**src/rtl/ram2b_port_arbiter.sv**
```systemverilog
// Round-robin arbiter sharing a two-port RAM (two write, two async read ports)
// among NUM_REQ requesters; grants up to two hazard-free accesses per cycle.
module ram2b_port_arbiter #(
  parameter int WORD_SIZE = 16,
  parameter int MEM_SIZE  = 32,
  parameter int ADDR_SIZE = $clog2(MEM_SIZE),
  parameter int NUM_REQ   = 4
) (
  input  logic                          i_CLK,
  input  logic                          i_RST,
  input  logic [NUM_REQ-1:0]            i_req,
  input  logic [NUM_REQ-1:0]            i_we,
  input  logic [NUM_REQ*ADDR_SIZE-1:0]  i_addr,
  input  logic [NUM_REQ*WORD_SIZE-1:0]  i_wdata,
  output logic [NUM_REQ-1:0]            o_gnt,
  output logic [NUM_REQ-1:0]            o_rvalid,
  output logic [NUM_REQ*WORD_SIZE-1:0]  o_rdata,
  output logic                          o_write_en_A,
  output logic                          o_write_en_B,
  output logic                          o_read_en_A,
  output logic                          o_read_en_B,
  output logic [ADDR_SIZE-1:0]          o_write_addr_A,
  output logic [ADDR_SIZE-1:0]          o_write_addr_B,
  output logic [ADDR_SIZE-1:0]          o_read_addr_A,
  output logic [ADDR_SIZE-1:0]          o_read_addr_B,
  output logic [WORD_SIZE-1:0]          o_write_data_A,
  output logic [WORD_SIZE-1:0]          o_write_data_B,
  input  logic [WORD_SIZE-1:0]          i_read_data_A,
  input  logic [WORD_SIZE-1:0]          i_read_data_B
);

  localparam int PTR_W = (NUM_REQ > 1) ? $clog2(NUM_REQ) : 1;

  logic [PTR_W-1:0]             ptr_q, ptr_d;
  logic [NUM_REQ-1:0]           rvalid_q, rvalid_d;
  logic [NUM_REQ*WORD_SIZE-1:0] rdata_q, rdata_d;

  logic                 haveA, haveB, weA, weB, skipped;
  logic [PTR_W-1:0]     idxA, idxB, firstSkip, lastIdx;
  logic [ADDR_SIZE-1:0] addrA, addrB;
  logic [WORD_SIZE-1:0] dataA, dataB;
  logic [NUM_REQ-1:0]   gnt;
  int                   scanIdx;
  int                   nextIdx;

  // Circular scan from ptr: first requester takes slot A, the next one that
  // does not collide with slot A takes slot B; colliding ones are skipped.
  always_comb begin
    haveA     = 1'b0;
    haveB     = 1'b0;
    weA       = 1'b0;
    weB       = 1'b0;
    skipped   = 1'b0;
    idxA      = '0;
    idxB      = '0;
    firstSkip = '0;
    addrA     = '0;
    addrB     = '0;
    dataA     = '0;
    dataB     = '0;
    gnt       = '0;
    scanIdx   = 0;
    if (!i_RST) begin
      for (int i = 0; i < NUM_REQ; i++) begin
        scanIdx = int'(ptr_q) + i;
        if (scanIdx >= NUM_REQ) scanIdx = scanIdx - NUM_REQ;
        if (i_req[scanIdx]) begin
          if (!haveA) begin
            haveA        = 1'b1;
            idxA         = PTR_W'(scanIdx);
            weA          = i_we[scanIdx];
            addrA        = i_addr[scanIdx*ADDR_SIZE +: ADDR_SIZE];
            dataA        = i_wdata[scanIdx*WORD_SIZE +: WORD_SIZE];
            gnt[scanIdx] = 1'b1;
          end else if (!haveB) begin
            if ((i_addr[scanIdx*ADDR_SIZE +: ADDR_SIZE] == addrA) && (i_we[scanIdx] || weA)) begin
              if (!skipped) begin
                skipped   = 1'b1;
                firstSkip = PTR_W'(scanIdx);
              end
            end else begin
              haveB        = 1'b1;
              idxB         = PTR_W'(scanIdx);
              weB          = i_we[scanIdx];
              addrB        = i_addr[scanIdx*ADDR_SIZE +: ADDR_SIZE];
              dataB        = i_wdata[scanIdx*WORD_SIZE +: WORD_SIZE];
              gnt[scanIdx] = 1'b1;
            end
          end
        end
      end
    end
  end

  // A skipped requester becomes the head of the next scan so it cannot starve.
  always_comb begin
    lastIdx = haveB ? idxB : idxA;
    nextIdx = int'(lastIdx) + 1;
    if (nextIdx >= NUM_REQ) nextIdx = 0;
    ptr_d = ptr_q;
    if (skipped) ptr_d = firstSkip;
    else if (haveA) ptr_d = PTR_W'(nextIdx);
  end

  always_comb begin
    rvalid_d = '0;
    rdata_d  = rdata_q;
    if (haveA && !weA) begin
      rvalid_d[idxA]                        = 1'b1;
      rdata_d[idxA*WORD_SIZE +: WORD_SIZE]  = i_read_data_A;
    end
    if (haveB && !weB) begin
      rvalid_d[idxB]                        = 1'b1;
      rdata_d[idxB*WORD_SIZE +: WORD_SIZE]  = i_read_data_B;
    end
  end

  always_ff @(posedge i_CLK) begin
    if (i_RST) begin
      ptr_q    <= '0;
      rvalid_q <= '0;
      rdata_q  <= '0;
    end else begin
      ptr_q    <= ptr_d;
      rvalid_q <= rvalid_d;
      rdata_q  <= rdata_d;
    end
  end

  // Masking with reset drops a pulse that was already registered.
  assign o_gnt    = gnt;
  assign o_rvalid = rvalid_q & {NUM_REQ{~i_RST}};
  assign o_rdata  = rdata_q;

  assign o_write_en_A   = haveA & weA;
  assign o_read_en_A    = haveA & ~weA;
  assign o_write_addr_A = (haveA & weA)  ? addrA : '0;
  assign o_read_addr_A  = (haveA & ~weA) ? addrA : '0;
  assign o_write_data_A = (haveA & weA)  ? dataA : '0;

  assign o_write_en_B   = haveB & weB;
  assign o_read_en_B    = haveB & ~weB;
  assign o_write_addr_B = (haveB & weB)  ? addrB : '0;
  assign o_read_addr_B  = (haveB & ~weB) ? addrB : '0;
  assign o_write_data_B = (haveB & weB)  ? dataB : '0;

endmodule

```
**config.mk**
```make
export PLATFORM = sky130hd
export DESIGN_NAME = ram2b_port_arbiter
export DESIGN_NICKNAME = d
export VERILOG_FILES = /design/src/rtl/ram2b_port_arbiter.sv
export SDC_FILE = /design/constraint.sdc
export NUM_CORES = 1
export LEC_CHECK = 0
export BUFFER_PORTS_ARGS = -buffer_cell sky130_fd_sc_hd__buf_2
export CORE_MARGIN = 2
export CORE_UTILIZATION = 41
export DETAILED_ROUTE_END_ITERATION = 8
export MAX_ROUTING_LAYER = met4
export PLACE_DENSITY = 0.67
export SLEW_MARGIN = 20
export SYNTH_ARGS = -nofsm -noshare
export SYNTH_HDL_FRONTEND = slang
export SYNTH_SLANG_ARGS = --single-unit
```
**constraint.sdc**
```tcl
create_clock -name i_CLK -period 6.88 [get_ports i_CLK]
set_input_delay 0.688 -clock i_CLK [delete_from_list [all_inputs] [get_ports i_CLK]]
set_output_delay 0.688 -clock i_CLK [all_outputs]
set_load 0.02 [all_outputs]
```
==> impl_metrics.json <==
{
  "status": "complete, no violations",
  "ir_drop_mv": 0.2814,
  "start_kind": "register",
  "cts-root-buf": "clkbuf_16",
  "synth_area_sq_mm": 0.009935,
  "synth-seq-cells": 70,
  "grt_start_max_net_pins": 86,
  "synth_flop_cell": "dfxtp_1",
  "path_depth": 19,
  "period_share": 0.9433,
  "reg2reg_depth": 19,
  "cts-hold-fix-buffers": 0,
  "layout_common_cells": "buf_2, a22oi_1, nand2_1",
  "rsz0062_at_grt": "no",
  "worstMarginPinSlew_ns": 0.9629,
  "vias": 11269,
  "cts-resized-gates": 0,
  "final_common_cell": "buf_2",
  "cp.buffers_inverters": 4,
  "via_per_inst": 6.756,
  "htree_levels": 3,
  "grt_antenna_before_repair": 0,
  "drc_errors": 0,
  "cp.required_ns": 6.19,
  "cap_violations": 0,
  "die_w_um": 159.7,
  "p_per_area_mw_per_mm2": 557.1,
  "finalNetCount": 1498,
  "io_buffers": 253,
  "seq_area_frac_synth": 0.1411,
  "pre_cts_ws_ns": 0.5511,
  "grt_first_pass_wirelength_mm": 61.15,
  "syn_inst": 1154,
  "cp_slowest_stage_delay_ns": 0.73,
  "placedCellCount": 1653,
  "synth.avg_cell_area_sq_um": 8.609,
  "async_flop_share": 0,
  "track_usage": 0.3032,
  "post-cts-setup-buffer-count": 0,
  "cts_buffers": 9,
  "overflow": 0,
  "cts.path.max_buffers": 2,
  "grt_pass1_vias": 10563,
  "fin_tns_setup_ns": 0,
  "rows": 56,
  "initial_core_util": 0.4207,
  "fmax_mhz": 154.1,
  "drt_pre_antenna_iters": 5,
  "cp-end-kind": "output port",
  "drive_gt1_frac": 0.3358,
  "ys_warn_count": 0,
  "synth_nets": 1307,
  "syn_to_final_growth_pct": 16.94,
  "clk-insertion-delay-late_ns": 0.33,
  "crit_chain": "buf_4, ha_1, nand2b_1, inv_1, ha_1, or4b_2, a31oi_1, o41ai_1, a22o_2, xor2_1, nand2_1, or2_1, a31oi_4, and2b_1, a21oi_1, or2_0, buf_4, nor2_1, buf_2",
  "cts.sinks": 70,
  "tritoncts": "done",
  "finClkSkew_ns": 0.002463,
  "wl_per_cell_um": 23.68,
  "r2r-start": "ptr_q[1]$_SDFFE_PP0P_",
  "drv_slew": 0,
  "path_clk_slew_ns": 0.05,
  "nFillCells": 2308,
  "yosys.cell_types.count": 100,
  "ant_nets": 0,
  "path_class": "reg2out",
  "critPathMaxFanout": 22,
  "core_area_sq_mm": 0.02361,
  "die_y_um": 159.7,
  "hold_class": "reg2reg",
  "setup_viol": 0,
  "maxSlewHeadroom": 0.3581,
  "holdPathEnd": "o_rdata[1]$_SDFF_PP0_",
  "worstPathArrival_ns": 5.80,
  "cp_top_family": "simple AND/OR/NAND/NOR gates",
  "finalWorstSetupSlack_ns": 0.3899,
  "hold_depth": 2,
  "p_leak_nw": 4.576,
  "ff2ff_setup_slack_ns": 0.43,
  "cp_slowest_cell": "or4b_2",
  "r2r-end": "o_rdata[36]$_SDFF_PP0_",
  "fin_crit_ns": 6.490,
  "die_area_sq_mm": 0.02549,
  "hold_viol_final": 0,
  "antenna_cells_inserted": 0,
  "layoutNonFillerInstCount": 1668,
  "place_congestion": 0.9910,
  "hp-start": "o_rdata[1]$_SDFF_PP0_",
  "drtIter0Drc": 1383,
  "pin_count": 254,
  "synth-edff-count": 0,
  "place_hpwl_mm": 28.74,
  "wirelength_mm": 39.50
}
power breakdown:
group / internal (mW) / switching (mW) / total, mW
logic: 2.07 / 3.40 / 5.47
registers: 0.476 / 0.0698 / 0.546
clock network: 0.287 / 0.171 / 0.458
tightest hold or removal path, stage by stage, from the launching register on:
cell,delay (ns)
dfxtp_1,0.31
a22oi_1,0.16
o31ai_1,0.07
stage by stage:
stage,hold WS [ns],util,cell area [sq um],power (mW)
floorplan,0.6593,-,9943,4.562
global placement,0.5808,0.4798,11330,5.884
detailed placement,0.5841,0.4798,11330,5.899
CTS,0.5932,0.4920,11620,6.380
global route,0.6093,0.4920,11620,6.848
finish,0.5873,0.4920,11620,6.472
final cells by class:
cell class / count / area (sq um) / area share
Timing Repair Buffer: 309 / 1699 / 0.1463
Inverter: 22 / 82.58 / 0.007108
Clock buffer: 11 / 242.7 / 0.02089
Clock inverter: 4 / 46.29 / 0.003985
Tap cell: 319 / 399.1 / 0.03436
Multi-Input combinational cell: 933 / 7741 / 0.6663
Sequential cell: 70 / 1406 / 0.1211
flip-flops by register name (all words and copies together), names as in the netlist:
| register | count |
|---|---|
| rvalid_q | 4 |
| ptr_q | 2 |
| o_rdata | 64 |
kinds of logic after synthesis:
logic type,count (synthesis),share of synthesized area
buffers and inverters,151,0.08123
multiplexers,155,0.2450
flip-flops,70,0.1411
AO/OA/AOI/OAI,380,0.2878
adder cells (fa/ha/maj),27,0.03476
XOR/XNOR,19,0.01675
AND/OR/NAND/NOR,352,0.1934
synthesized netlist by cell type, drive strengths merged (5+ instances only):
master  number  area share
nand2      100       0.039
a22oi       98       0.074
mux2i       74       0.075
dfxtp       70        0.14
mux4        69        0.16
nand4       69       0.043
o31ai       69       0.056
buf         68       0.049
nor2        66       0.026
clkbuf      61       0.024
a21oi       48       0.025
o22ai       37       0.023
ha          26       0.033
and2        24       0.015
inv         20      0.0076
nor2b       20       0.013
o21ai       18      0.0091
o22a        17       0.015
nor3        14       0.012
nand3       13      0.0065
xnor2       13       0.011
mux2        12       0.014
nand2b      10      0.0063
a211oi       8      0.0065
o211ai       8      0.0060
or2          8      0.0050
a221oi       7      0.0062
a31oi        6      0.0059
a32o         6      0.0060
nor4         6      0.0089
xor2         6      0.0053
a21boi       5      0.0038
a21o         5      0.0038
a22o         5      0.0045
and3         5      0.0031
routing by layer:
metal	share of wire	up-vias	track usage
met5	0	-	-
met4	0.023	0	0.08347
met3	0.10	90	0.04805
met2	0.46	741	0.4758
met1	0.41	5463	0.4061
li1	-	4975	-
worst max-delay path by stage:
stage,to,slack [ns],from
finish,o_write_data_B[0],0.39,ptr_q[1]$_SDFFE_PP0P_
global route,o_rdata[43]$_SDFF_PP0_,0.02,ptr_q[0]$_SDFFE_PP0P_
CTS,o_write_data_B[0],0.49,ptr_q[1]$_SDFFE_PP0P_
detailed placement,o_rdata[46]$_SDFF_PP0_,0.55,ptr_q[0]$_SDFFE_PP0P_
global placement,o_rdata[46]$_SDFF_PP0_,0.60,ptr_q[1]$_SDFFE_PP0P_
floorplan,o_rdata[44]$_SDFF_PP0_,0.11,ptr_q[1]$_SDFFE_PP0P_
Power figures use the tool's default switching activity.
